File: config.mk
export PLATFORM = sky130hd
export DESIGN_NAME = aes_round_ctrl
export DESIGN_NICKNAME = d
export VERILOG_FILES = /design/src/rtl/aes_round_ctrl.sv
export SDC_FILE = /design/constraint.sdc
export NUM_CORES = 1
export LEC_CHECK = 0
export CORE_ASPECT_RATIO = 1.25
export CORE_MARGIN = 5
export CORE_UTILIZATION = 26
export DETAILED_ROUTE_END_ITERATION = 12
export GPL_TIMING_DRIVEN = 0
export HOLD_SLACK_MARGIN = 0.08
export SKIP_CTS_REPAIR_TIMING = 1
export SLEW_MARGIN = 10
export SYNTH_ARGS = -nofsm -noshare
export SYNTH_HDL_FRONTEND = slang
export SYNTH_SLANG_ARGS = --single-unit
export TNS_END_PERCENT = 20
File: constraint.sdc
create_clock -name clk -period 3.3 [get_ports clk]
set_clock_uncertainty 0.15 [all_clocks]
set_input_delay 0.66 -clock clk [delete_from_list [all_inputs] [get_ports clk]]
set_output_delay 0.66 -clock clk [all_outputs]
set_load 0.05 [all_outputs]
File: src/rtl/aes_round_ctrl.sv
// Iterative AES round sequencer: walks rounds 0..NR, fetches one round key per
// round over a req/ack handshake, and holds the finished block until it is taken.
module aes_round_ctrl #(
    parameter int NR = 10
) (
    input  logic       clk,
    input  logic       rst,
    input  logic       start,
    input  logic       enc,
    input  logic       abort,
    output logic       ready,
    output logic       load_state,
    output logic       dp_enc,
    output logic       key_req,
    output logic [3:0] key_idx,
    input  logic       key_ack,
    output logic       state_en,
    output logic       first_round,
    output logic       last_round,
    output logic [3:0] round_idx,
    output logic       out_valid,
    input  logic       out_ready
);

    generate
        if (NR != 10 && NR != 12 && NR != 14) begin : g_bad_nr
            $error("aes_round_ctrl: NR must be 10, 12 or 14");
        end
    endgenerate

    localparam logic [3:0] NR_L = 4'(NR);

    typedef enum logic [1:0] {
        IDLE,
        ROUND,
        DONE
    } state_e;

    state_e     state_q, state_d;
    logic [3:0] r_q, r_d;
    logic       dp_enc_q, dp_enc_d;
    logic       ready_q, ready_d;
    logic       key_req_q, key_req_d;
    logic [3:0] key_idx_q, key_idx_d;
    logic       first_round_q, first_round_d;
    logic       last_round_q, last_round_d;
    logic [3:0] round_idx_q, round_idx_d;
    logic       out_valid_q, out_valid_d;

    always_comb begin
        state_d  = state_q;
        r_d      = r_q;
        dp_enc_d = dp_enc_q;

        unique case (state_q)
            IDLE: begin
                if (start) begin
                    state_d  = ROUND;
                    r_d      = 4'd0;
                    dp_enc_d = enc;
                end
            end
            ROUND: begin
                if (abort) begin
                    state_d = IDLE;
                end else if (key_ack) begin
                    if (r_q == NR_L) state_d = DONE;
                    else             r_d     = r_q + 4'd1;
                end
            end
            DONE: begin
                if (abort || out_ready) state_d = IDLE;
            end
            default: state_d = IDLE;
        endcase

        // NOTE: outputs are decoded from the *next* state and registered, so they
        // change on the same edge as the state itself with no combinational path.
        ready_d       = (state_d == IDLE);
        key_req_d     = (state_d == ROUND);
        out_valid_d   = (state_d == DONE);
        first_round_d = (state_d == ROUND) && (r_d == 4'd0);
        last_round_d  = (state_d == ROUND) && (r_d == NR_L);
        key_idx_d     = 4'd0;
        round_idx_d   = 4'd0;
        if (state_d == ROUND) begin
            key_idx_d   = dp_enc_d ? r_d : (NR_L - r_d);
            round_idx_d = r_d;
        end else if (state_d == DONE) begin
            round_idx_d = NR_L;
        end
    end

    always_ff @(posedge clk or posedge rst) begin
        if (rst) begin
            state_q       <= IDLE;
            r_q           <= 4'd0;
            dp_enc_q      <= 1'b0;
            ready_q       <= 1'b1;
            key_req_q     <= 1'b0;
            key_idx_q     <= 4'd0;
            first_round_q <= 1'b0;
            last_round_q  <= 1'b0;
            round_idx_q   <= 4'd0;
            out_valid_q   <= 1'b0;
        end else begin
            state_q       <= state_d;
            r_q           <= r_d;
            dp_enc_q      <= dp_enc_d;
            ready_q       <= ready_d;
            key_req_q     <= key_req_d;
            key_idx_q     <= key_idx_d;
            first_round_q <= first_round_d;
            last_round_q  <= last_round_d;
            round_idx_q   <= round_idx_d;
            out_valid_q   <= out_valid_d;
        end
    end

    // ready_q is already 1 during reset, so the load strobe is masked explicitly.
    assign load_state  = start & ready_q & ~rst;
    assign state_en    = key_req_q & key_ack & ~abort;

    assign ready       = ready_q;
    assign dp_enc      = dp_enc_q;
    assign key_req     = key_req_q;
    assign key_idx     = key_idx_q;
    assign first_round = first_round_q;
    assign last_round  = last_round_q;
    assign round_idx   = round_idx_q;
    assign out_valid   = out_valid_q;

endmodule

# --- Word level (Yosys, flattened, before mapping) ---
# Index checks and enable logic that the tools add are counted.
word_totals:
  reg_bits: 20
  inputBits: 7
  output_inout_bits: 16
  word_cells: 47
op_classes:
  add_sub_neg: 2
  n_eq_ne: 6
  n_mux: 17
  n_bitwise: 6
  n_reduce_logical: 6
ops:
  columns: ["op", "n"]
  rows:
  - ["4-bit two-way mux", 8]
  - ["2-bit two-way mux", 5]
  - ["4-bit equality test (second input constant)", 2]
  - ["4-bit one-hot mux with 2 select lines", 1]
  - ["2-bit one-hot mux with 3 select lines", 1]
  - ["4-bit by 1-bit adder with 4-bit output (second input constant)", 1]
  - ["1-bit bitwise AND", 4]
  - ["2-bit by 1-bit equality test with 1-bit output (second input constant)", 2]
  - ["2-bit equality test (second input constant)", 2]
  - ["2-bit zero test", 2]
  - ["4-bit zero test", 1]
  - ["4-bit subtractor (first input constant)", 1]
  - ["1-bit logical AND", 2]
  - ["1-bit two-way mux", 2]
  - ["1-bit NOT", 2]
  - ["1-bit logical OR", 1]

# --- Logic depth before layout (Yosys ltp) ---
# Gate-level depths: netlist of run 1.
logic_depth:
  depth_word: 8
  ltp_mapped: 11
  depth_no_buf: 10

# --- Worst setup path after synthesis of run 1 ---
# Ideal clock, no wire load.
synth_timing:
  path_kind: "in2out"
  from: "input port abort"
  to: "output port state_en"
  arrival_time_ps: 1962
  t_required_ps: 2490
  path_slack_ps: 528
  path_stages: 2
  path_buffers: 1
  cell_sequence: "buf_4 -> nor3b_1"
synth_via:
  elab_chain_cells: 2
synth_lines:
  columns: ["item", "line_no", "text"]
  rows:
  - ["start, declared", "10", "input logic abort,"]
  - ["1-bit NOT", "122", "assign state_en = key_req_q & key_ack & ~abort;"]
  - ["1-bit bitwise AND", "122", null]
  - ["end, declared", "17", "output logic state_en,"]
# No other way between the ends.

# --- Worst setup path after layout of run 1 ---
layout_timing:
  from: "input port key_ack"
  to: "output port state_en"
layout_via:
  elab_chain_cells: 2
layout_lines:
  columns: ["item", "line_no", "text"]
  rows:
  - ["start, declared", "16", "input logic key_ack,"]
  - ["1-bit bitwise AND (2 in a row)", "122", null]
# No other way between the ends.

==> results summary, run 1 <==
The count of buffering cells on the critical path with inverters included is 3. The detail route stage leaves a number of antenna-violating nets equal to 0. In this run the horizontal extent of the chip is 65.0 um. The worst hold path begins at dp_enc. The slowest stage of the critical path is the clkdlybuf4s50_1 cell. The part of the total power dissipated in sequential elements came out at 0.429. The number of ports placed on the die boundary came out at 23. In the routed design, unresolved DRC markers number 0. The antenna diode count is 0. Entering global routing, the biggest net connects 21 pins.

The smallest clock period supported by the final layout is computed as 2.87 ns. Setup violations remaining at the end of the flow were counted as 0. Summed over all nets, the switching power comes to 0.000232 W. Setup slack on the critical path of the routed design comes to 0.426 ns. The via count of the first global-routing pass is roughly 740.

The core region is 0.00372 sq mm. The average cell area after synthesis is ~11 sq um. When the netlist entered floorplanning its net count stood at 99. The post-detailed-route via-to-cell ratio came out at 4.74. The worst relative slew slack is 0.649. The post-route cell area came out at 0.00130 sq mm.

The run finished with clean final reports. Max-cap violations in this run came to 0. STA classifies the critical path endpoint as an output port. The maximum count of clock buffers along a single path is 2. Derived from the worst setup path, the maximum achievable clock frequency is about 0.35 GHz. The via total after detailed routing is 725. For this run the aggregate overflow at the end of global routing stands at 0. Wires add up to 2.27 mm. The clock share of power is 0.241. The first global-routing pass estimated 3.59 mm of wire. The count of endpoints failing hold in the final timing report came out at 0. The number of warning messages in the yosys log came out at 0. The combinational share of power came out at 0.330. Counting every sink on the clock net gives 19. Data on the critical path is required at its endpoint by 2.49 ns. After detailed placement, the design holds a cell count of 148. The initial core utilization is 0.264. The port buffer count came out at 21. The power density relative to cell area came out at 497 mW/mm^2. The utilization after layout came out at 0.350.

Setup repair after global routing left no endpoint under its margin. For hold timing, the worst endpoint is dp_enc. Of all cell types, the one taking the most synthesized area is dfrtp_1. The number of antenna violations at the first check in global routing came out at 0.

Traced cell by cell, the critical path runs through clkdlybuf4s50_1 -> inv_1 -> nor3b_1 -> dlymetal6s2s_1. The largest incremental delay on the critical path came out at 0.62 ns. Of the total power, the share spent switching nets is 0.357. The layout filler cell count is 380.

The worst hold path class is reg -> reg. For this run, the leading register cell type out of synthesis is dfrtp_1. The vertical die dimension is 78.8 um.

OpenSTA, run right after detailed placement, puts the worst setup slack at -0.230 ns. The fraction of synthesis flops using an asynchronous set or reset pin came out at 1.00. The logic depth of the worst register-to-register path came out at 11. Once detailed placement completed, the half-perimeter wirelength came to 1.73 mm. The final worst-path cycle share came out at 0.871. For this design the static power due to leakage is about 0.6 nW. The cell family contributing the most delay on the critical path is buffers and inverters.

The number of buffers inserted during clock tree synthesis is 3. Clock-pin slew was measured on the worst setup and hold paths at 0.07 ns. The actual slew at the worst max-slew pin came out at roughly 0.53 ns.

STA classifies the critical path startpoint as an input pin. The later pin in the worst-skew pair is clocked with a latency of 0.25 ns. Along the worst hold path, the cell count comes to 2. The largest driver fanout on the critical path is 6. For this run, the total global-route usage over all layers was measured as 0.0911.

The share of Yosys cell area claimed by the top area cell type came out at 0.458. The launching point of the worst reg2reg path is r_q[0]. For the worst setup path, the data arrival time is 2.06 ns. In this run the cell area of the synthesized design comes to 983 sq um. The gate count of the mapped netlist came out at 87. The floorplan step defined a die boundary enclosing 0.00512 sq mm. The standard cell area after detailed placement came out at 0.00124 sq mm. The tightest hold path in the finished design has a slack of 0.458 ns. The mean routed wirelength per cell came out at approximately 15 um. The number of pins exceeding their max-slew limit in the final report came out at 0. The routability congestion estimate from global placement came out at 0.788. The share of layout cells above drive strength 1 came out at 0.195.

TritonCTS built the clock tree. The number of unique standard cell types used by synthesis is 39. The sequential-to-total area share from yosys stat is 0.485. In this run the critical register-to-register path is captured at key_idx[2]. Before antenna repair, the detailed router went through 4 iterations.

The floorplan has 25 rows. Sorting the synthesized cells by area gives the leading types as dfrtp_1, ha_1, nor2_1. The internal power summed over all cells is 0.000416 W.

The non-filler instance count after layout came out at ~150. The synthesized design contains 19 register bits. The total number of H-tree levels is 1. Counting flops with a built-in enable in the synthesized netlist gives 0. Compared with the post-synthesis result, the final layout area differs by 32.6%. Across the VDD grid, the largest voltage drop is 0.224 mV. By startpoint and endpoint, the worst setup path is classified as in -> out.

For flop-to-flop paths, the worst setup slack is 0.90 ns. The detailed router finished its first iteration with 19 violations. In this run the clock root is driven by a clkbuf_8. The net count of the finished layout is 126. The number of cells on the critical path is 4.
through the flow:
stage / TNS, ns / power, W
2_1_floorplan: 0 / 0.000426
3_3_place_gp: -0.181 / 0.000493
3_5_place_dp: -0.230 / 0.000498
4_1_cts: -0.240 / 0.000656
5_1_grt: 0 / 0.000687
6_report: 0 / 0.000648
worst register-to-register path, stage by stage (launching register included):
cell and delay (ns):
dfrtp_1 0.48, inv_1 0.07, ha_1 0.21, and3b_1 0.18
clkbuf_1 0.16, o211ai_1 0.22, o31a_1 0.24, inv_1 0.08
ha_1 0.19, nand2_1 0.07, xor2_1 0.15, nor2_1 0.06
layout by cell type, fill, tap and decap left out, types with 2 or more instances in the layout:
cell type         n
dlymetal6s2s_1    2
inv_1             6
nand2_1           4
nor3b_2           2
nand3_1           2
dfrtp_1          18
clkbuf_8          3
inv_2             2
nor2_1            9
ha_1              5
clkdlybuf4s50_1  19
buf_4             2
a41oi_1           2
a31oi_1           2
mux2i_1           2
a21oi_4           2
o21ai_1           3
cell usage after synthesis (2+ instances only):
cell type  count
nand2_1        4
inv_2          2
buf_4          2
nand3_1        2
nor2_1         9
dfrtp_1       18
a21oi_4        2
nor3b_2        2
a41oi_1        2
mux2i_1        2
ha_1           5
a31oi_1        2
inv_1          7
o21ai_1        3
sequential cells by signal, indices dropped and copies added (netlist names):
signal / cells
round_idx: 4
out_valid: 1
key_req: 1
last_round: 1
r_q: 4
first_round: 1
dp_enc: 1
key_idx: 3
state_q: 2
ready: 1
worst max path at each step:
| stage | start | to | slack (ns) |
|---|---|---|---|
| after floorplan | abort | state_en | 0.53 |
| after global placement | rst | load_state | -0.18 |
| after detailed placement | rst | load_state | -0.23 |
| after CTS | rst | load_state | -0.24 |
| after global routing | key_ack | state_en | 0.35 |
| final | key_ack | state_en | 0.43 |
kinds of logic after synthesis:
logic type      share of synthesized area
mux                                0.0204
buf+inv                            0.0534
flops                               0.485
fa+ha+maj                          0.0636
compound gates                      0.150
xor+xnor                          0.00891
simple gates                        0.219
area by class of cell:
class                   count  area [sq um]  share of cell area
flip-flops and latches     19           477               0.366
inverters                   9          37.5              0.0288
well taps                  40          50.0              0.0384
plain buffers               3          18.8              0.0144
repair inverters            1          5.00             0.00384
clock buffers               3          41.3              0.0317
multi-input cells          56           454               0.348
repair buffers             21           215               0.165
clock inverters             1          5.00             0.00384
power groups by stage:
stage / Sequential (W) / Clock (W) / Combinational, W
final: 0.000278 / 0.000156 / 0.000214
after global routing: 0.000282 / 0.000174 / 0.000231
after CTS: 0.000278 / 0.000162 / 0.000216
after detailed placement: 0.000283 / 0 / 0.000216
after global placement: 0.000281 / 0 / 0.000212
after floorplan: 0.000341 / 0 / 0.0000857
metal layers:
layer	global-route usage	wire length, um	share of wire	vias up
met5	0	0	0	-
met4	0.0436	29	0.013	0
met3	0.0127	48	0.021	2
met2	0.181	1400	0.62	8
met1	0.0897	785	0.35	363
li1	-	-	-	352
Note: power is estimated with default switching activity, not from simulation.
==> run 2, diff against run 1 <==
--- a/config.mk
+++ b/config.mk
@@ -5,12 +5,15 @@
 export SDC_FILE = /design/constraint.sdc
 export NUM_CORES = 1
 export LEC_CHECK = 0
+export CELL_PAD_IN_SITES_DETAIL_PLACEMENT = 0
+export CELL_PAD_IN_SITES_GLOBAL_PLACEMENT = 1
 export CORE_ASPECT_RATIO = 1.25
 export CORE_MARGIN = 5
 export CORE_UTILIZATION = 26
 export DETAILED_ROUTE_END_ITERATION = 12
 export GPL_TIMING_DRIVEN = 0
 export HOLD_SLACK_MARGIN = 0.08
+export PLACE_DENSITY_LB_ADDON = 0.1
 export SKIP_CTS_REPAIR_TIMING = 1
 export SLEW_MARGIN = 10
 export SYNTH_ARGS = -nofsm -noshare
==> results summary, run 2 (synthesis results as in run 1) <==
The flow ran to the end, and the final reports show no timing, DRC or antenna violations. The switching power came out at 0.000239 W. The number of antenna violations at the first check in global routing is 0. The routability congestion estimate from global placement is 0.694.

The critical path starts at rst. Dividing the detail-routed wire length by the instance count gives 15.5 um. The power after layout came out at 0.000656 W. The antenna diode count came out at 0. The share of total power dissipated in sequential elements is 0.422. The number of buffers inserted during clock tree synthesis came out at 3. The initialized floorplan defines 25 standard-cell rows. After routing the design area is 0.00130 sq mm. The area of the placeable core is 0.00372 sq mm. In this run the tightest slew margin relative to its limit is 0.664. Measured along the y axis, the die boundary spans 78.8 um. For this run, the total global-route usage over all layers was measured as 0.0981. Traced cell by cell, the critical path runs through clkdlybuf4s50_1 -> clkinvlp_4 -> and3_1 -> dlymetal6s2s_1. The standard cell area after detailed placement came out at 0.00124 sq mm. The largest incremental delay on the critical path is 0.57 ns. The first detailed-routing pass ran for 4 iterations. The launching point of the worst reg2reg path is r_q[0]. Setup slack closes at 0.403 ns. The first global-routing pass estimated around 3.9 mm of wire. Relative to the synthesized area, the layout overhead comes to 32.6%. Timing would allow up to approximately 0.35 GHz.

The slowest stage of the critical path belongs to the cell clkdlybuf4s50_1. The max-capacitance violation count is 0. Dividing total power by cell area gives a power density of 503 mW/mm^2. The total wire length after detailed routing is 2.37 mm.

The number of routed nets with antenna violations is 0. The worst voltage drop across the vdd grid came out at 0.198 mV. The library cell used most frequently in the layout, excluding fill and tap cells, is clkdlybuf4s50_1. The layout filler cell count is 389. The required time reported for the critical path endpoint is 2.49 ns.

The leftover overflow at the end of global routing is 0. The final worst-path cycle share is 0.878. During placement, the flow inserted port buffers numbering 21.

The worst hold path class is reg -> reg. For this run, design rule violations remaining after detail routing come to 0. STA classifies the critical path endpoint as an output port. Counting along the longest clock path gives a buffer depth of 2. For the worst-skew pair, the clock arrives at the later sink with an insertion delay of approximately 0.26 ns.

The initial core utilization came out at 0.264. Cell internal power was estimated by the tool at 0.000416 W. The worst setup path is of the in -> out kind.

The worst hold path begins at dp_enc. Setup repair after global routing left no endpoint under its margin. The share of layout cells above drive strength 1 is 0.195.

The number of ports placed on the die boundary is 23. After clock tree synthesis, the clock-pin slew on the worst setup and hold paths is 0.07 ns. The largest driver fanout on the critical path came out at 10. The root buffer cell chosen for the clock tree is clkbuf_8. The number of failing setup endpoints in the final timing report is 0. The total number of H-tree levels is 1. The number of pins exceeding their max-slew limit in the final report came out at 0. The full die area is between 0.005 and 0.006 sq mm. The width of the die is 65.0 um. Entering global routing, the biggest net connects 21 pins. The number of cells in the design after placement is 148.

The total leakage power is 0.589 nW. The worst slack at placement came out at -0.253 ns. The number of DRC markers in iteration 0 came out at 22. The combinational share of power came out at 0.326.

The post-detailed-route via-to-cell ratio came out at between 4 and 5. The via count of the first global-routing pass came to 806. The sequential cell area in the final layout is about 480 sq um.

The clock share of power came out at 0.252. Of the total power, the share spent switching nets is 0.365. The count of endpoints failing hold in the final timing report came to 0. The actual slew at the worst max-slew pin is about 0.5 ns. The startpoint class of the critical path is an input pin. The area occupied by multi-input gates came out at 454 sq um. The non-filler instance count after layout came out at 153. The placed wire-length estimate after detailed placement is 1.74 mm. The worst path in the final design needs a cycle of 2.90 ns, including I/O delays and setup. TritonCTS built the clock tree. The final net count is 126. The worst endpoint data arrival time came out at ~2.1 ns. The TritonCTS sink count came out at 19. Leaving out fill and tap cells, the most frequent cells in the layout are clkdlybuf4s50_1, dfrtp_1, nor2_1. The via total after detailed routing came out at ~740.
==> run 2: cell counts in the layout (fill, tap and decap cells not counted) <==
Identical to the previous run, type by type.
==> run 2: area by class of cell <==
class                      count  area share
timing repair buffer          21       0.165
clock inverter                 1     0.00384
buffer                         3      0.0144
clock buffer                   3      0.0317
inverter                       9      0.0288
tap                           40      0.0384
sequential                    19       0.366
multi-input combinational     56       0.348
timing repair inverter         1     0.00384
==> run 2: per-layer routing <==
layer | global-route usage | share of wire
met5 | 0 | 0
met4 | 0.0436 | 0.010
met3 | 0.0212 | 0.027
met2 | 0.168 | 0.52
met1 | 0.117 | 0.45
==> run 2: stage by stage <==
stage	hold WS (ns)	TNS, ns	utilization
after floorplan	0.441	0	-
after detailed placement	0.459	-0.253	0.334
after global placement	0.447	-0.230	0.334
after CTS	0.476	-0.250	0.347
after global routing	0.503	0	0.350
final	0.458	0	0.350
==> run 2: worst paths after layout <==
kind | endpoint | slack, ns | cells past startpoint
worst max register to register | key_idx[2] | 0.93 | 11
worst max-delay path | load_state | 0.40 | 4
worst min-delay path | dp_enc | 0.46 | 2
min in group asynchronous | round_idx[3] | 0.62 | 2
worst min register to register | dp_enc | 0.46 | 2
max in group asynchronous | key_idx[2] | 2.03 | 2
==> run 2: worst max-delay path, delay by kind of cell <==
family / cells / cell delay (ns)
AND/OR/NAND/NOR: 1 / 0.26
buffers and inverters: 3 / 1.16
==> run 2: power groups by stage <==
stage	Sequential [W]	Clock, W	Combinational [W]
after floorplan	0.000341	0	0.0000857
after global placement	0.000281	0	0.000215
after CTS	0.000277	0.000171	0.000217
final	0.000277	0.000165	0.000214
after detailed placement	0.000282	0	0.000216
after global routing	0.000281	0.000181	0.000230
==> run 3, diff against run 2 <==
--- a/config.mk
+++ b/config.mk
@@ -5,6 +5,7 @@
 export SDC_FILE = /design/constraint.sdc
 export NUM_CORES = 1
 export LEC_CHECK = 0
+export CAP_MARGIN = 10
 export CELL_PAD_IN_SITES_DETAIL_PLACEMENT = 0
 export CELL_PAD_IN_SITES_GLOBAL_PLACEMENT = 1
 export CORE_ASPECT_RATIO = 1.25
==> results of run 3 <==
Same layout as run 2: the final DEF is identical, and so are final timing and power.
